$ cat src/rtl/dsi_pkt_check_gen.sv
// DSI transmit-path helper: divided dsi_clk, 8-bit header ECC, and 16-bit
// payload CRC with a streamed-byte-count check against the header word count.
module dsi_pkt_check_gen #(
    parameter int CLK_DIV = 2,
    parameter int WC_W    = 16
) (
    input  logic        pclk,
    input  logic        dsi_rst,
    output logic        dsi_clk,
    input  logic        hdr_valid,
    input  logic [23:0] hdr_data,
    output logic [7:0]  ecc,
    output logic        ecc_done,
    input  logic        crc_start,
    input  logic        pay_valid,
    input  logic [7:0]  pay_byte,
    input  logic        pay_last,
    output logic [15:0] crc,
    output logic        crc_done,
    output logic        len_err
);

    localparam int HALF = CLK_DIV / 2;
    localparam int DW   = (HALF > 1) ? $clog2(HALF) : 1;

    logic [DW-1:0]   div_q, div_d;
    logic            dsi_clk_q, dsi_clk_d;
    logic [7:0]      ecc_q, ecc_d;
    logic            ecc_done_q;
    logic [WC_W-1:0] wc_q, wc_d;
    logic [15:0]     acc_q, acc_d;
    logic [WC_W-1:0] cnt_q, cnt_d;
    logic [15:0]     crc_q, crc_d;
    logic            crc_done_d, crc_done_q;
    logic            len_err_d, len_err_q;

    logic [15:0]     base_acc, upd_acc;
    logic [WC_W-1:0] base_cnt, upd_cnt;

    // Reflected CCITT polynomial, one full byte per call, LSB first.
    function automatic logic [15:0] crcByte(input logic [15:0] c, input logic [7:0] b);
        logic [15:0] r;
        r = c ^ {8'h00, b};
        for (int i = 0; i < 8; i++) begin
            r = r[0] ? ((r >> 1) ^ 16'h8408) : (r >> 1);
        end
        return r;
    endfunction

    function automatic logic [7:0] eccCalc(input logic [23:0] d);
        logic [7:0] p;
        p    = 8'h00;
        p[0] = ^(d & 24'hF12CB7);
        p[1] = ^(d & 24'hF2555B);
        p[2] = ^(d & 24'h749A6D);
        p[3] = ^(d & 24'hB8E38E);
        p[4] = ^(d & 24'hDF03F0);
        p[5] = ^(d & 24'hEFFC00);
        return p;
    endfunction

    always_comb begin
        div_d     = div_q + DW'(1);
        dsi_clk_d = dsi_clk_q;
        if (div_q == DW'(HALF - 1)) begin
            div_d     = '0;
            dsi_clk_d = ~dsi_clk_q;
        end
    end

    always_comb begin
        ecc_d = ecc_q;
        wc_d  = wc_q;
        if (hdr_valid) begin
            ecc_d = eccCalc(hdr_data);
            wc_d  = WC_W'(hdr_data[23:8]);
        end
    end

    // A start this cycle restarts from init before any byte or termination is applied.
    always_comb begin
        base_acc   = crc_start ? 16'hFFFF : acc_q;
        base_cnt   = crc_start ? '0 : cnt_q;
        upd_acc    = base_acc;
        upd_cnt    = base_cnt;
        if (pay_valid) begin
            upd_acc = crcByte(base_acc, pay_byte);
            if (base_cnt != {WC_W{1'b1}}) upd_cnt = base_cnt + WC_W'(1);
        end
        acc_d      = upd_acc;
        cnt_d      = upd_cnt;
        crc_d      = crc_q;
        crc_done_d = 1'b0;
        len_err_d  = 1'b0;
        if (pay_last) begin
            crc_d      = upd_acc;
            crc_done_d = 1'b1;
            len_err_d  = (upd_cnt != wc_q);
            acc_d      = 16'hFFFF;
            cnt_d      = '0;
        end
    end

    always_ff @(posedge pclk or posedge dsi_rst) begin
        if (dsi_rst) begin
            div_q      <= '0;
            dsi_clk_q  <= 1'b0;
            ecc_q      <= 8'h00;
            ecc_done_q <= 1'b0;
            wc_q       <= '0;
            acc_q      <= 16'hFFFF;
            cnt_q      <= '0;
            crc_q      <= 16'hFFFF;
            crc_done_q <= 1'b0;
            len_err_q  <= 1'b0;
        end else begin
            div_q      <= div_d;
            dsi_clk_q  <= dsi_clk_d;
            ecc_q      <= ecc_d;
            ecc_done_q <= hdr_valid;
            wc_q       <= wc_d;
            acc_q      <= acc_d;
            cnt_q      <= cnt_d;
            crc_q      <= crc_d;
            crc_done_q <= crc_done_d;
            len_err_q  <= len_err_d;
        end
    end

    assign dsi_clk  = dsi_clk_q;
    assign ecc      = ecc_q;
    assign ecc_done = ecc_done_q;
    assign crc      = crc_q;
    assign crc_done = crc_done_q;
    assign len_err  = len_err_q;

endmodule

$ cat config.mk
export PLATFORM = sky130hd
export DESIGN_NAME = dsi_pkt_check_gen
export DESIGN_NICKNAME = d
export VERILOG_FILES = /design/src/rtl/dsi_pkt_check_gen.sv
export SDC_FILE = /design/constraint.sdc
export NUM_CORES = 1
export LEC_CHECK = 0
export CAP_MARGIN = 20
export CORE_MARGIN = 1
export CORE_UTILIZATION = 23
export DETAILED_ROUTE_END_ITERATION = 10
export GPL_ROUTABILITY_DRIVEN = 1
export PLACE_DENSITY_LB_ADDON = 0.1
export RECOVER_POWER = 100
export SYNTH_ARGS = -nofsm -noshare
export SYNTH_HDL_FRONTEND = slang
export SYNTH_SLANG_ARGS = --single-unit
$ cat constraint.sdc
create_clock -name pclk -period 6.75 [get_ports pclk]
set_input_delay 1.35 -clock pclk [delete_from_list [all_inputs] [get_ports pclk]]
set_output_delay 1.35 -clock pclk [all_outputs]
set_load 0.03 [all_outputs]
**After elaboration in Yosys (flattened, before gate mapping)**

Cells that the tools add are included.

- Register bits: 75
- Bits of input ports: 38
- Logic and storage cells: 48

- Add/sub/neg operators: 2
- Equal/unequal tests: 2
- Mux-type cells: 18
- Bitwise gates (word level): 10
- Reductions and logical operators: 6

Operator list:

| kind | count |
|---|---|
| 2-to-1 mux 16 bit | 15 |
| XOR reduction 24 bit | 6 |
| NOT 2 -> 3 bit | 8 |
| adder 16 x 1 -> 16 bit, second input constant | 1 |
| != test 16 bit | 1 |
| != test 16 bit, second input constant | 1 |
| XOR 16 x 8 -> 16 bit | 1 |
| 2-to-1 mux 1 bit | 3 |
| adder 1 bit, second input constant | 1 |
| NOT 1 bit | 1 |

**Longest topological paths before layout**

- Depth after elaboration: 20
- Depth in mapped cells: 13
- Depth with buffers taken out: 11

**Least setup slack after synthesis**

Ideal clock, no wire load.

- Path kind: input to register
- Start: in crc_start
- End: reg len_err_q, in the netlist len_err
- Library setup time: 0.129 ns
- Arrival: 3.916 ns
- Setup slack: 2.704 ns
- Stages: 11
- Buffers on the path: 2
- Path through: buf_6 > clkbuf_1 > nor2b_1 > ha_1 > nand3_1 > or2_2 > or4_1 > mux2i_1 > nor4_1 > nand4b_1 > o41a_1

- Longest elaborated chain between the ends: 6
- Elaborated cells between the ends (all ways): 7
- Classes of those cells: add/sub (1); eq/ne (2); mux (4)

RTL lines:

| what | RTL line | RTL |
|---|---|---|
| start: declaration | 14 | `input logic crc_start,` |
| 2-to-1 mux 16 bit (*) | 83 | `base_cnt = crc_start ? '0 : cnt_q;` |
| adder 16 x 1 -> 16 bit / != test 16 bit (equally long branches) | 88 | `if (base_cnt != {WC_W{1'b1}}) upd_cnt = base_cnt + WC_W'(1);` |
| 2-to-1 mux 16 bit | 88 |  |
| 2-to-1 mux 16 bit (*) | 86 | `if (pay_valid) begin` |
| != test 16 bit (*) | 98 | `len_err_d = (upd_cnt != wc_q);` |
| 2-to-1 mux 1 bit (*) | 95 | `if (pay_last) begin` |
| named net len_err_d | 35 | `logic len_err_d, len_err_q;` |
| end signal: assignment | 126 | `len_err_q <= len_err_d;` |
| end: declaration | 35 |  |

The timed path passes the listed nets; every way through them passes the cells marked *.
A chain may end at the register's enable or synchronous reset.

**Worst setup path in the final report**

- Start: in pay_valid
- End: reg cnt_q[15]

- Longest elaborated chain between the ends: 2

RTL lines:

| what | RTL line | RTL |
|---|---|---|
| start: declaration | 15 | `input logic pay_valid,` |
| 2-to-1 mux 16 bit | 86 |  |
| 2-to-1 mux 16 bit | 95 |  |
| named net cnt_d[15] | 32 | `logic [WC_W-1:0] cnt_q, cnt_d;` |
| end signal: assignment | 123 | `cnt_q <= cnt_d;` |
| end: declaration | 32 |  |

The timed path passes the listed nets, and every way through them passes these cells.

==> metrics.md <==
| Metric | Value |
|---|---|
| Sequential cell area fraction in the yosys report | about two fifths |
| Max VDD drop | 0.1114 mV |
| Crit share post-route | 67.40% |
| Crit path kind | in -> reg |
| Clock Skews | between 9 and 10 ps |
| CTS root buf | clkbuf_16 |
| Met1 Usage GRT | 19.00% |
| Unique masters post-synth | a little over 60 |
| Critical path peak fanout | 36 |
| Max-slew headroom | 5.428% |
| Worst EP required | 6980 ps |
| Syn_area_per_cell | 9.447 µm² |
| R2R setup slack | 3580 ps |
| Post-layout instance area | about 5900 µm² |
| Post-synth ARST share | 100.0% |
| Vias in the first global route | 3702 |
| EDFF count, synth | 0 |
| Final wirelength | approximately 13000 µm |
| Layout cells sized above 1 | 14.06% |
| Met3 Use GR | 2.125% |
| Power density over the cells | 245.7 nW/µm² |
| Synth Cell Area | 4771 µm² |
| Vias | 3729 |
| Max Fclk | roughly 0.22 GHz |
| Worst min path class | reg -> reg |
| Worst setup EP type | flip-flop |
| Worst skew pair latency | 340 ps |
| Crit path launch type | primary input |
| Final RePlAce weighted congestion | ~0.84 |
| Post-CTS Setup Inserts | 0 |
| Critical Path AT | 4780 ps |
| Number of synthesis warnings | 0 |
| Total Neg Setup Slack | 0 ps |
| Mapped Cells | 505 |
| Core Region | 20300 µm² |
| Pwr Total | 1.462 mW |
| Die ar. | between 20000 and 25000 µm² |
| Fin worst setup slack | 2201 ps |
| Commonest non-fill, non-tap cells in the layout | 72 x xnor2_1, 50 x nor2_1, 42 x dfrtp_1, 32 x dfstp_2, 31 x clkdlybuf4s50_1 |
| Global-route wire length before repair | roughly 22000 µm |
| Overall routing resource usage | 13.23% |
| Initial antenna violation count | 0 |
| Dpl ws | 2276 ps |
| Vias per cell | 4.482 |
| Clk buf depth | 2 |
| RSZ-0062 raised after global routing | no |
| Reg2reg start | cnt_q[1] |
| Layout area overhead | 24.68% |
| FF-to-FF path depth | 9 |
| Fillers | ~2200 |
| Inserted Clock Buffers | 9 |
| Clock transition at path regs | 60 ps |
| Origin of the worst setup path | pay_valid |
| Htree depth | 3 |
| Site Rows | 52 |
| Final ANT Viol Nets | 0 |
| Fin nets | 596 |
| Final min period | roughly 4500 ps |
| Post-DP HPWL | 9713 µm |
| Crit path to | cnt_q[15] |
| Die Y-Extent | 146.0 µm |
| TritonRoute pass-1 iters | 4 |
| Count of input and output buffers | 63 |
| Largest net degree at the start of global routing | 75 |
| Post_cts resized | 0 |
| Final Hold Vio Count | 0 |
| Most common cell after layout, fill and taps aside | xnor2_1 |
| Initial core utilization | around a quarter |
| WL/cell | 16.15 µm |
| Worst hold slack | 416.7 ps |
| Status | complete, no violations |
| Clock Sinks | 74 |
| Critical R2R Capture | len_err |
| Static Leakage | roughly 2.3 nW |
| Synthesis-stage register bit count | 74 |
| Met2 Track Usage GR | 19.74% |
| CTS hold repair buffers | 0 |
| DRT iter0 DRCs | 158 |
| Global route hottest layer | met2 |
| Max-cap violations | 0 |
| DR DRC count | 0 |
| Antenna cells | 0 |
| Worst slew pin tran | 1419 ps |
| I/O pins | 66 |
| Max Transition Viols Final | 0 |
| Final setup viols | 0 |
| Die Wd | roughly 150 µm |
| CTS tree | yes |
| GR Overflow Total | 0 |
| Main synth FF type | dfrtp_1 |
| Post-DP Area | 5619 µm² |
[cell type report]
| cell class | instances | area (µm²) | area share [%] |
|---|---|---|---|
| inverter | 27 | 101.3 | 1.704 |
| tap | 270 | 337.8 | 5.679 |
| clock buffer | 11 | 254.0 | 4.270 |
| multi-input combinational | 376 | 2645 | 44.47 |
| sequential | 74 | 1892 | 31.80 |
| timing repair buffer | 69 | 684.4 | 11.51 |
| clock inverter | 5 | 33.78 | 0.5679 |
[synth_stat cells (4+ instances only)]
| cell | n | area, µm² |
|---|---|---|
| xnor2_1 | 72 | 630.6 |
| nor2_1 | 50 | 187.7 |
| dfrtp_1 | 42 | 1051 |
| dfstp_2 | 32 | 840.8 |
| inv_1 | 26 | 97.59 |
| mux2_2 | 22 | 247.7 |
| xor2_1 | 22 | 192.7 |
| mux2i_1 | 21 | 210.2 |
| nand2_1 | 21 | 78.83 |
| clkbuf_1 | 17 | 63.81 |
| nand2b_1 | 16 | 100.1 |
| o21ai_0 | 14 | 70.07 |
| nand3_1 | 12 | 60.06 |
| a21oi_1 | 11 | 55.05 |
| nor3_1 | 11 | 55.05 |
| a31oi_1 | 10 | 62.56 |
| o22ai_1 | 10 | 62.56 |
| nor2b_1 | 9 | 56.30 |
| a211oi_1 | 5 | 37.54 |
| nand4_1 | 5 | 31.28 |
| or2_2 | 5 | 31.28 |
| and2_1 | 4 | 25.02 |
| buf_4 | 4 | 30.03 |
| nor4_1 | 4 | 25.02 |
[kinds of logic (layout without fill, tap and decap cells)]
family	after synthesis	in the layout	share of synthesized area, %
other cells	1	2	0.07860
fa+ha+maj	1	1	0.2622
mux	43	43	9.599
simple gates	158	158	17.15
flops	74	74	39.65
buf+inv	56	112	4.983
compound gates	78	78	11.02
xor+xnor	94	94	17.26
[registers in the layout (all words and copies together), names as in the netlist]
name / flops
crc_done: 1
cnt_q: 16
ecc_done: 1
dsi_clk: 1
acc_q: 16
ecc: 6
wc_q: 16
len_err: 1
crc: 16
[worst min-delay path by stage]
stage | start | endpoint | slack (ps) | depth (start not counted)
after global placement | dsi_clk | dsi_clk | 410 | 1
after CTS | dsi_clk | dsi_clk | 430 | 1
after global routing | dsi_clk | dsi_clk | 460 | 1
after detailed placement | dsi_clk | dsi_clk | 420 | 1
after floorplan | wc_q[9] | wc_q[9] | 500 | 1
final | dsi_clk | dsi_clk | 420 | 1
[stage by stage]
step,utilization (%),std cells
6_report,29.30,832
5_1_grt,29.30,832
4_1_cts,29.10,829
3_5_place_dp,27.68,813
3_3_place_gp,27.68,813
2_1_floorplan,-,506
[routing by layer]
layer | vias to the layer above | share of wire, %
met5 | - | 0
met4 | 0 | 1.3
met3 | 9 | 3.4
met2 | 64 | 44
met1 | 1813 | 51
li1 | 1843 | -
[worst max-delay path: stages]
cell	delay, ps
dlygate4sd3_1	900
clkbuf_1	1060
inv_1	460
a31o_1	420
nor4_1	360
xnor2_1	160
nor2_1	60
[power breakdown]
part	switching [mW]	internal (mW)	leakage, nW
Sequential	0.0401	0.520	0.860
Combinational	0.241	0.190	1.28
Clock	0.198	0.272	0.145
Power figures use the tool's default switching activity.
